<file path="src/rtl/mdio_controller.sv">
// MDIO station-management controller: serialises a 32-bit frame on MDC/MDIO_OUT and captures read data.
// Define MDIO_PREAMBLE_EN to prepend 32 all-ones preamble periods to every frame.
module mdio_controller #(
  parameter int CLK_DIV = 4
) (
  input  logic        CLK,
  input  logic        RESET,
  input  logic        MDC_START,
  input  logic [31:0] T_DATA,
  input  logic        MDIO_IN,
  output logic        MDC,
  output logic        MDIO_OUT,
  output logic        MDIO_OE,
  output logic [15:0] RD_DATA,
  output logic        DATA_RDY,
  output logic        MDIO_DONE,
  output logic        BUSY
);

  localparam int DW = (CLK_DIV > 2) ? $clog2(CLK_DIV) : 1;
  localparam logic [DW-1:0] DIV_MID  = DW'(CLK_DIV / 2 - 1);
  localparam logic [DW-1:0] DIV_LAST = DW'(CLK_DIV - 1);

  typedef enum logic [2:0] {
    S_IDLE,
`ifdef MDIO_PREAMBLE_EN
    S_PREAMBLE,
`endif
    S_SEND,
    S_READ,
    S_DONE
  } state_t;

  state_t        state_q;
  logic [DW-1:0] div_q, div_d;
  logic [4:0]    bit_q;
  logic [30:0]   sh_q;
  logic          rd_q;
  logic [15:0]   cap_q;
  logic          mdc_q, out_q, oe_q, data_rdy_q, done_q, busy_q;
  logic [15:0]   rd_data_q;
`ifdef MDIO_PREAMBLE_EN
  logic          first_q;
`endif

  logic div_mid, div_end, start_rd;

  assign div_mid  = (div_q == DIV_MID);
  assign div_end  = (div_q == DIV_LAST);
  assign div_d    = div_end ? '0 : div_q + DW'(1);
  assign start_rd = (T_DATA[29:28] == 2'b10);

  always_ff @(posedge CLK) begin
    if (RESET) begin
      state_q    <= S_IDLE;
      div_q      <= '0;
      bit_q      <= '0;
      sh_q       <= '0;
      rd_q       <= 1'b0;
      cap_q      <= '0;
      mdc_q      <= 1'b0;
      out_q      <= 1'b0;
      oe_q       <= 1'b0;
      rd_data_q  <= '0;
      data_rdy_q <= 1'b0;
      done_q     <= 1'b0;
      busy_q     <= 1'b0;
`ifdef MDIO_PREAMBLE_EN
      first_q    <= 1'b0;
`endif
    end else begin
      done_q     <= 1'b0;
      data_rdy_q <= 1'b0;
      // MDC low for the first half of each bit period, high for the second
      if (state_q != S_IDLE && state_q != S_DONE) begin
        div_q <= div_d;
        if (div_mid) mdc_q <= 1'b1;
        if (div_end) mdc_q <= 1'b0;
      end
      case (state_q)
        S_IDLE: begin
          if (MDC_START) begin
            busy_q <= 1'b1;
            div_q  <= '0;
            mdc_q  <= 1'b0;
            oe_q   <= 1'b1;
            sh_q   <= T_DATA[30:0];
            rd_q   <= start_rd;
`ifdef MDIO_PREAMBLE_EN
            state_q <= S_PREAMBLE;
            out_q   <= 1'b1;
            bit_q   <= 5'd31;
            first_q <= T_DATA[31];
`else
            state_q <= S_SEND;
            out_q   <= T_DATA[31];
            bit_q   <= start_rd ? 5'd13 : 5'd31;
`endif
          end
        end
`ifdef MDIO_PREAMBLE_EN
        S_PREAMBLE: begin
          if (div_end) begin
            if (bit_q == 5'd0) begin
              state_q <= S_SEND;
              out_q   <= first_q;
              bit_q   <= rd_q ? 5'd13 : 5'd31;
            end else begin
              bit_q <= bit_q - 5'd1;
            end
          end
        end
`endif
        S_SEND: begin
          if (div_end) begin
            if (bit_q == 5'd0) begin
              oe_q  <= 1'b0;
              out_q <= 1'b0;
              if (rd_q) begin
                state_q <= S_READ;
                bit_q   <= 5'd17;
              end else begin
                state_q <= S_DONE;
                done_q  <= 1'b1;
              end
            end else begin
              bit_q <= bit_q - 5'd1;
              out_q <= sh_q[30];
              sh_q  <= {sh_q[29:0], 1'b0};
            end
          end
        end
        S_READ: begin
          // counts 17,16 are turnaround; data occupies counts 15..0
          if (div_mid && bit_q < 5'd16) cap_q <= {cap_q[14:0], MDIO_IN};
          if (div_end) begin
            if (bit_q == 5'd0) begin
              state_q    <= S_DONE;
              done_q     <= 1'b1;
              data_rdy_q <= 1'b1;
              rd_data_q  <= cap_q;
            end else begin
              bit_q <= bit_q - 5'd1;
            end
          end
        end
        S_DONE: begin
          state_q <= S_IDLE;
          busy_q  <= 1'b0;
        end
        default: state_q <= S_IDLE;
      endcase
    end
  end

  assign MDC       = mdc_q;
  assign MDIO_OUT  = out_q;
  assign MDIO_OE   = oe_q;
  assign RD_DATA   = rd_data_q;
  assign DATA_RDY  = data_rdy_q;
  assign MDIO_DONE = done_q;
  assign BUSY      = busy_q;

endmodule
</file>
<file path="config.mk">
export PLATFORM = sky130hd
export DESIGN_NAME = mdio_controller
export DESIGN_NICKNAME = d
export VERILOG_FILES = /design/src/rtl/mdio_controller.sv
export SDC_FILE = /design/constraint.sdc
export NUM_CORES = 1
export LEC_CHECK = 0
export ABC_AREA = 1
export CAP_MARGIN = 20
export CELL_PAD_IN_SITES_DETAIL_PLACEMENT = 0
export CELL_PAD_IN_SITES_GLOBAL_PLACEMENT = 1
export CORE_UTILIZATION = 39
export CTS_BUF_LIST = sky130_fd_sc_hd__clkbuf_4 sky130_fd_sc_hd__clkbuf_8
export CTS_CLUSTER_DIAMETER = 60
export CTS_CLUSTER_SIZE = 16
export DETAILED_ROUTE_END_ITERATION = 8
export GPL_ROUTABILITY_DRIVEN = 0
export PLACE_DENSITY = 0.87
export SYNTH_ARGS = -nofsm -noshare
export SYNTH_HDL_FRONTEND = slang
export SYNTH_SLANG_ARGS = --single-unit
</file>
<file path="constraint.sdc">
create_clock -name CLK -period 2.1 [get_ports CLK]
set_input_delay 0.42 -clock CLK [delete_from_list [all_inputs] [get_ports CLK]]
set_output_delay 0.42 -clock CLK [all_outputs]
set_load 0.01 [all_outputs]
</file>
After elaboration in Yosys (flattened, before gate mapping)
Index checks and enable logic that the tools add are counted.
{"block": "classes", "addsub": 2, "order_cmp": 1, "n_eq_ne": 15, "n_mux": 43, "bitwise_logic": 1, "reduce_logical": 18}
{"cell": "$mux W31", "n": 3}
{"cell": "$pmux W31 S2", "n": 1}
{"cell": "$mux W5", "n": 7}
{"cell": "$mux W1", "n": 17}
{"cell": "$mux W3", "n": 5}
{"cell": "$pmux W5 S3", "n": 1}
{"cell": "$ne A2 B2 Y1 const B", "n": 7}
{"cell": "$pmux W3 S3", "n": 1}
{"cell": "$mux W2", "n": 4}
{"cell": "$pmux W1 S2", "n": 4}
{"cell": "$reduce_and A4 Y1", "n": 2}
{"cell": "$eq A3 B2 Y1 const B", "n": 2}
{"cell": "$reduce_and A2 Y1", "n": 3}
{"cell": "$reduce_and A3 Y1", "n": 2}
{"cell": "$reduce_and A6 Y1", "n": 1}
{"cell": "$reduce_bool A3 Y1", "n": 2}
{"cell": "$logic_not A5 Y1", "n": 1}
{"cell": "$lt A5 B5 Y1 const B", "n": 1}
{"cell": "$reduce_and A5 Y1", "n": 1}
{"cell": "$sub A5 B1 Y5 const B", "n": 1}
{"cell": "$eq A2 B2 Y1 const B", "n": 2}
{"cell": "$reduce_bool A2 Y1", "n": 2}
{"cell": "$eq A3 B1 Y1 const B", "n": 1}
{"cell": "$logic_not A3 Y1", "n": 1}
{"cell": "7 further kinds", "n": 8}
{"block": "word_totals", "register_bits": 80, "elab_cells": 93}

Depth between registers and ports, before layout
{"block": "depth", "depth_word": 6, "ltp_mapped": 11}

Least setup slack after synthesis
No wires, ideal clock.
{"block": "synth_timing", "kind": "reg-to-reg", "from": "reg state_q[1]", "to": "reg sh_q[1]", "setup_time_ps": 116, "arrival_time_ps": 1410, "path_slack_ps": 574, "stages_incl_launch_ff": 11, "n_path_buf": 2, "period_less_slack_ps": 1526, "cell_sequence": "dfxtp_1 inv_1 ha_1 buf_4 nand2_1 nand3_2 inv_2 nand2_2 buf_2 o21ai_0 nor2_1"}
{"block": "synth_via", "elab_chain_len": 3}
{"element": "start, declared", "line": "34", "text": "state_t state_q;"}
{"element": "start signal, assigned", "line": "55", "text": "state_q <= S_IDLE;"}
{"element": "start signal, assigned", "line": "95", "text": "state_q <= S_SEND;"}
{"element": "start signal, assigned", "line": "120", "text": "state_q <= S_READ;"}
{"element": "$eq A3 B1 Y1 or $logic_not A3 Y1 (tied branches)", "line": "80", "text": "case (state_q)"}
{"element": "$ne A2 B2 Y1 (no source line) or $reduce_bool A2 Y1 (tied branches)"}
{"element": "$reduce_and A4 Y1 (no source line)"}
{"element": "end signal, assigned", "line": "87", "text": "sh_q <= T_DATA[30:0];"}
{"element": "end signal, assigned", "line": "129", "text": "sh_q <= {sh_q[29:0], 1'b0};"}
{"element": "end, declared", "line": "37", "text": "logic [30:0] sh_q;"}
Parallel ways exist; a longest one is shown, timed or not.
A chain may end at the register's enable or synchronous reset.

Final worst setup path
{"block": "layout_timing", "from": "reg state_q[1]", "to": "reg bit_q[1]"}
{"block": "layout_via", "elab_chain_len": 3}
{"element": "$eq A3 B1 Y1 (tied with other cells)", "line": "80"}
{"element": "$ne A3 B3 Y1 (no source line) (tied with other cells)"}
{"element": "$reduce_and A6 Y1 (no source line)"}
{"element": "end signal, assigned", "line": "97", "text": "bit_q <= start_rd ? 5'd13 : 5'd31;"}
{"element": "end signal, assigned", "line": "127", "text": "bit_q <= bit_q - 5'd1;"}
{"element": "end signal, assigned", "line": "143", "text": "bit_q <= bit_q - 5'd1;"}
{"element": "end, declared", "line": "36", "text": "logic [4:0] bit_q;"}
Parallel ways exist; a longest one is shown, timed or not.

==> summary.md <==
| Metric | Value |
|---|---|
| DR iter-0 viols | `168` |
| Via count | `3230` |
| Cts repair resizes | `0` |
| Clock skew | `8.923 ps` |
| Hold Path Depth | `2` |
| Finished Layout Cells | `689` |
| CTS H-tree depth | `3` |
| Worst VDD drop | `0.4002 mV` |
| Number of buffers created by CTS | `9` |
| Setup TNS | `0 ps` |
| Worst r2r path cells | `10` |
| Rows | `34` |
| Most common cell after layout, fill and taps aside | `nor2_1` |
| Cell leakage power | `0.002022 uW` |
| Initial antenna violation count | `0` |
| Clk_lat worst skew | `360 ps` |
| Initial core utilization | `40.16%` |
| Status | `finished, final reports clean` |
| Die H | `96.76 um` |
| Crit path DAT | `2110 ps` |
| Critical path data required time | `2350 ps` |
| Fin util | `50.29%` |
| Routed Antenna Nets | `0` |
| DIE AREA | `9363 um^2` |
| Worst Setup End Kind | `flop` |
| Gate count after technology mapping | `517` |
| Fmax | `0.5368 GHz` |
| Post-DR wirelength/cell | `12.06 um` |
| Tightest Pin Transition | `312.9 ps` |
| # diodes | `0` |
| Most frequent cells in the layout | `nor2_1, nand2_1, dfxtp_1` |
| Cell area after synthesis | `3502 um^2` |
| Via density | `4.688` |
| Syn avg cell area | `6.774 um^2` |
| I/O Pins | `58` |
| Period utilization | `88.70%` |
| Post-synth cell types | `24` |
| Syn-to-layout area delta | `25.22%` |
| Crit path launch type | `flop` |
| TritonCTS Sinks | `79` |
| Vias in the first global route | `2855` |
| Slew margin rel. | `79.11%` |
| Layout cells sized above 1 | `7.573%` |
| Pre-CTS WS | `149.9 ps` |
| Global Route Usage Sum | `18.57%` |
| Seq/Total Area, Yosys | `45.16%` |
| Placed Cells | `673` |
| Final worst path period need | `1863 ps` |
| Clk slew on worst S/H paths | `90 ps` |
| Post-route DRC | `0` |
| Post-DP HPWL | `5764 um` |
| Drt pass-1 iters | `4` |
| Final worst slack | `237.3 ps` |
| Area share of the largest cell type after synthesis | `45.16%` |
| Largest net degree at the start of global routing | `31` |
| CTS Hold Bufs | `0` |
| Post-Syn Nets | `561` |
| Top cells by area, synth | `dfxtp_1, nor2_1, nand2_1, o21ai_0, ha_1` |
| Slew Limit Fails | `0` |
| First-pass GRT wire length | `14090 um` |
| Synth Register Bits | `79` |
| Largest fanout on the critical path | `14` |
| Fin. Hold Viols | `0` |
| Die width | `96.76 um` |
| CP Class | `flop to flop` |
| Post CTS Setup Buffer Count | `0` |
| Nets | `620` |
| Root Buffer | `clkbuf_8` |
| Max cap viols | `0` |
| Hold/Removal Path Class | `flop to flop` |
| Setup Viol. Count Final | `0` |
| CTS tree | `done` |
| Synth warn | `0` |
| Pwr/cell area | `1238 nW/um^2` |
| Port bufs | `57` |
| RSZ-0062 raised after global routing | `false` |
| Core area | `8721 um^2` |
| Dominant cell type by area after synthesis | `dfxtp_1` |
| Final WL | `8308 um` |
| CTS max path bufs | `2` |
| Total grt overflow | `0` |
## state kept, by name, summed over array words and instances (netlist names)
name       flops
BUSY           1
RD_DATA       16
MDC            1
MDIO_OE        1
sh_q          31
state_q        2
MDIO_DONE      1
cap_q         16
rd_q           1
MDIO_OUT       1
div_q          2
DATA_RDY       1
bit_q          5
## Yosys cell counts
library cell / count
inv_2: 6
ha_1: 8
nand3_1: 10
nand4_1: 1
nand2_1: 136
buf_4: 2
nand4_2: 1
o21ai_1: 5
o21ai_0: 62
inv_1: 18
buf_2: 7
clkbuf_1: 11
nand2_2: 1
dfxtp_1: 79
or2_2: 2
buf_6: 4
a21oi_1: 12
nor3_1: 1
o21bai_1: 1
clkinv_1: 1
nand3_2: 1
a211oi_1: 1
nor2_4: 2
nor2_1: 145
## critical path, cell delays in order (launching register included)
cell and delay (ps):
dfxtp_1 360, inv_1 120, ha_1 290, buf_4 260, nand2_1 80, nand2_1 130, nand3_1 140, nand2_1 200
nand2_1 70, nand2_1 60, nor2_1 40
## where the power goes
group | internal (uW) | switching [uW] | total [uW]
registers | 1840 | 196 | 2030
clock network | 571 | 595 | 1170
logic | 822 | 1410 | 2230
total | 3230 | 2200 | 5430
## metal layers
metal  routed length, um  GRT usage, %
met3                 481         4.913
met1                4165         26.72
met2                3508         25.95
met5                   0             0
met4                 153         8.037
## through the flow
step	hold WS (ps)	area, um^2	power, uW
2_1_floorplan	433.5	3502	3735
3_3_place_gp	454.1	4184	4258
3_5_place_dp	457.0	4184	4289
4_1_cts	469.4	4385	5449
5_1_grt	501.8	4385	5908
6_report	463.7	4385	5428
## layout make-up
cell class	count	area, um^2
Tap cell	108	135.1
Multi-Input combinational cell	389	1690
Clock inverter	6	70.07
Clock buffer	10	131.4
Timing Repair Buffer	72	683.2
Sequential cell	79	1582
Inverter	25	93.84
Fill cell	895	4335
## kinds of logic after synthesis
group	after synthesis	share of synthesized area, %
buffers and inverters	49	6.573
AOI/OAI and AO/OA	81	11.72
and+or+nand+nor	300	33.69
adders and majority gates	8	2.858
DFF	79	45.16
## path summary, 6_finish.rpt
check / startpoint / to / slack [ps]
max: state_q[1] / bit_q[1] / 240
min: sh_q[0] / sh_q[0] / 460
max reg2reg: state_q[1] / bit_q[1] / 240
min reg2reg: sh_q[0] / sh_q[0] / 460
(Power assumes the default switching activity.)
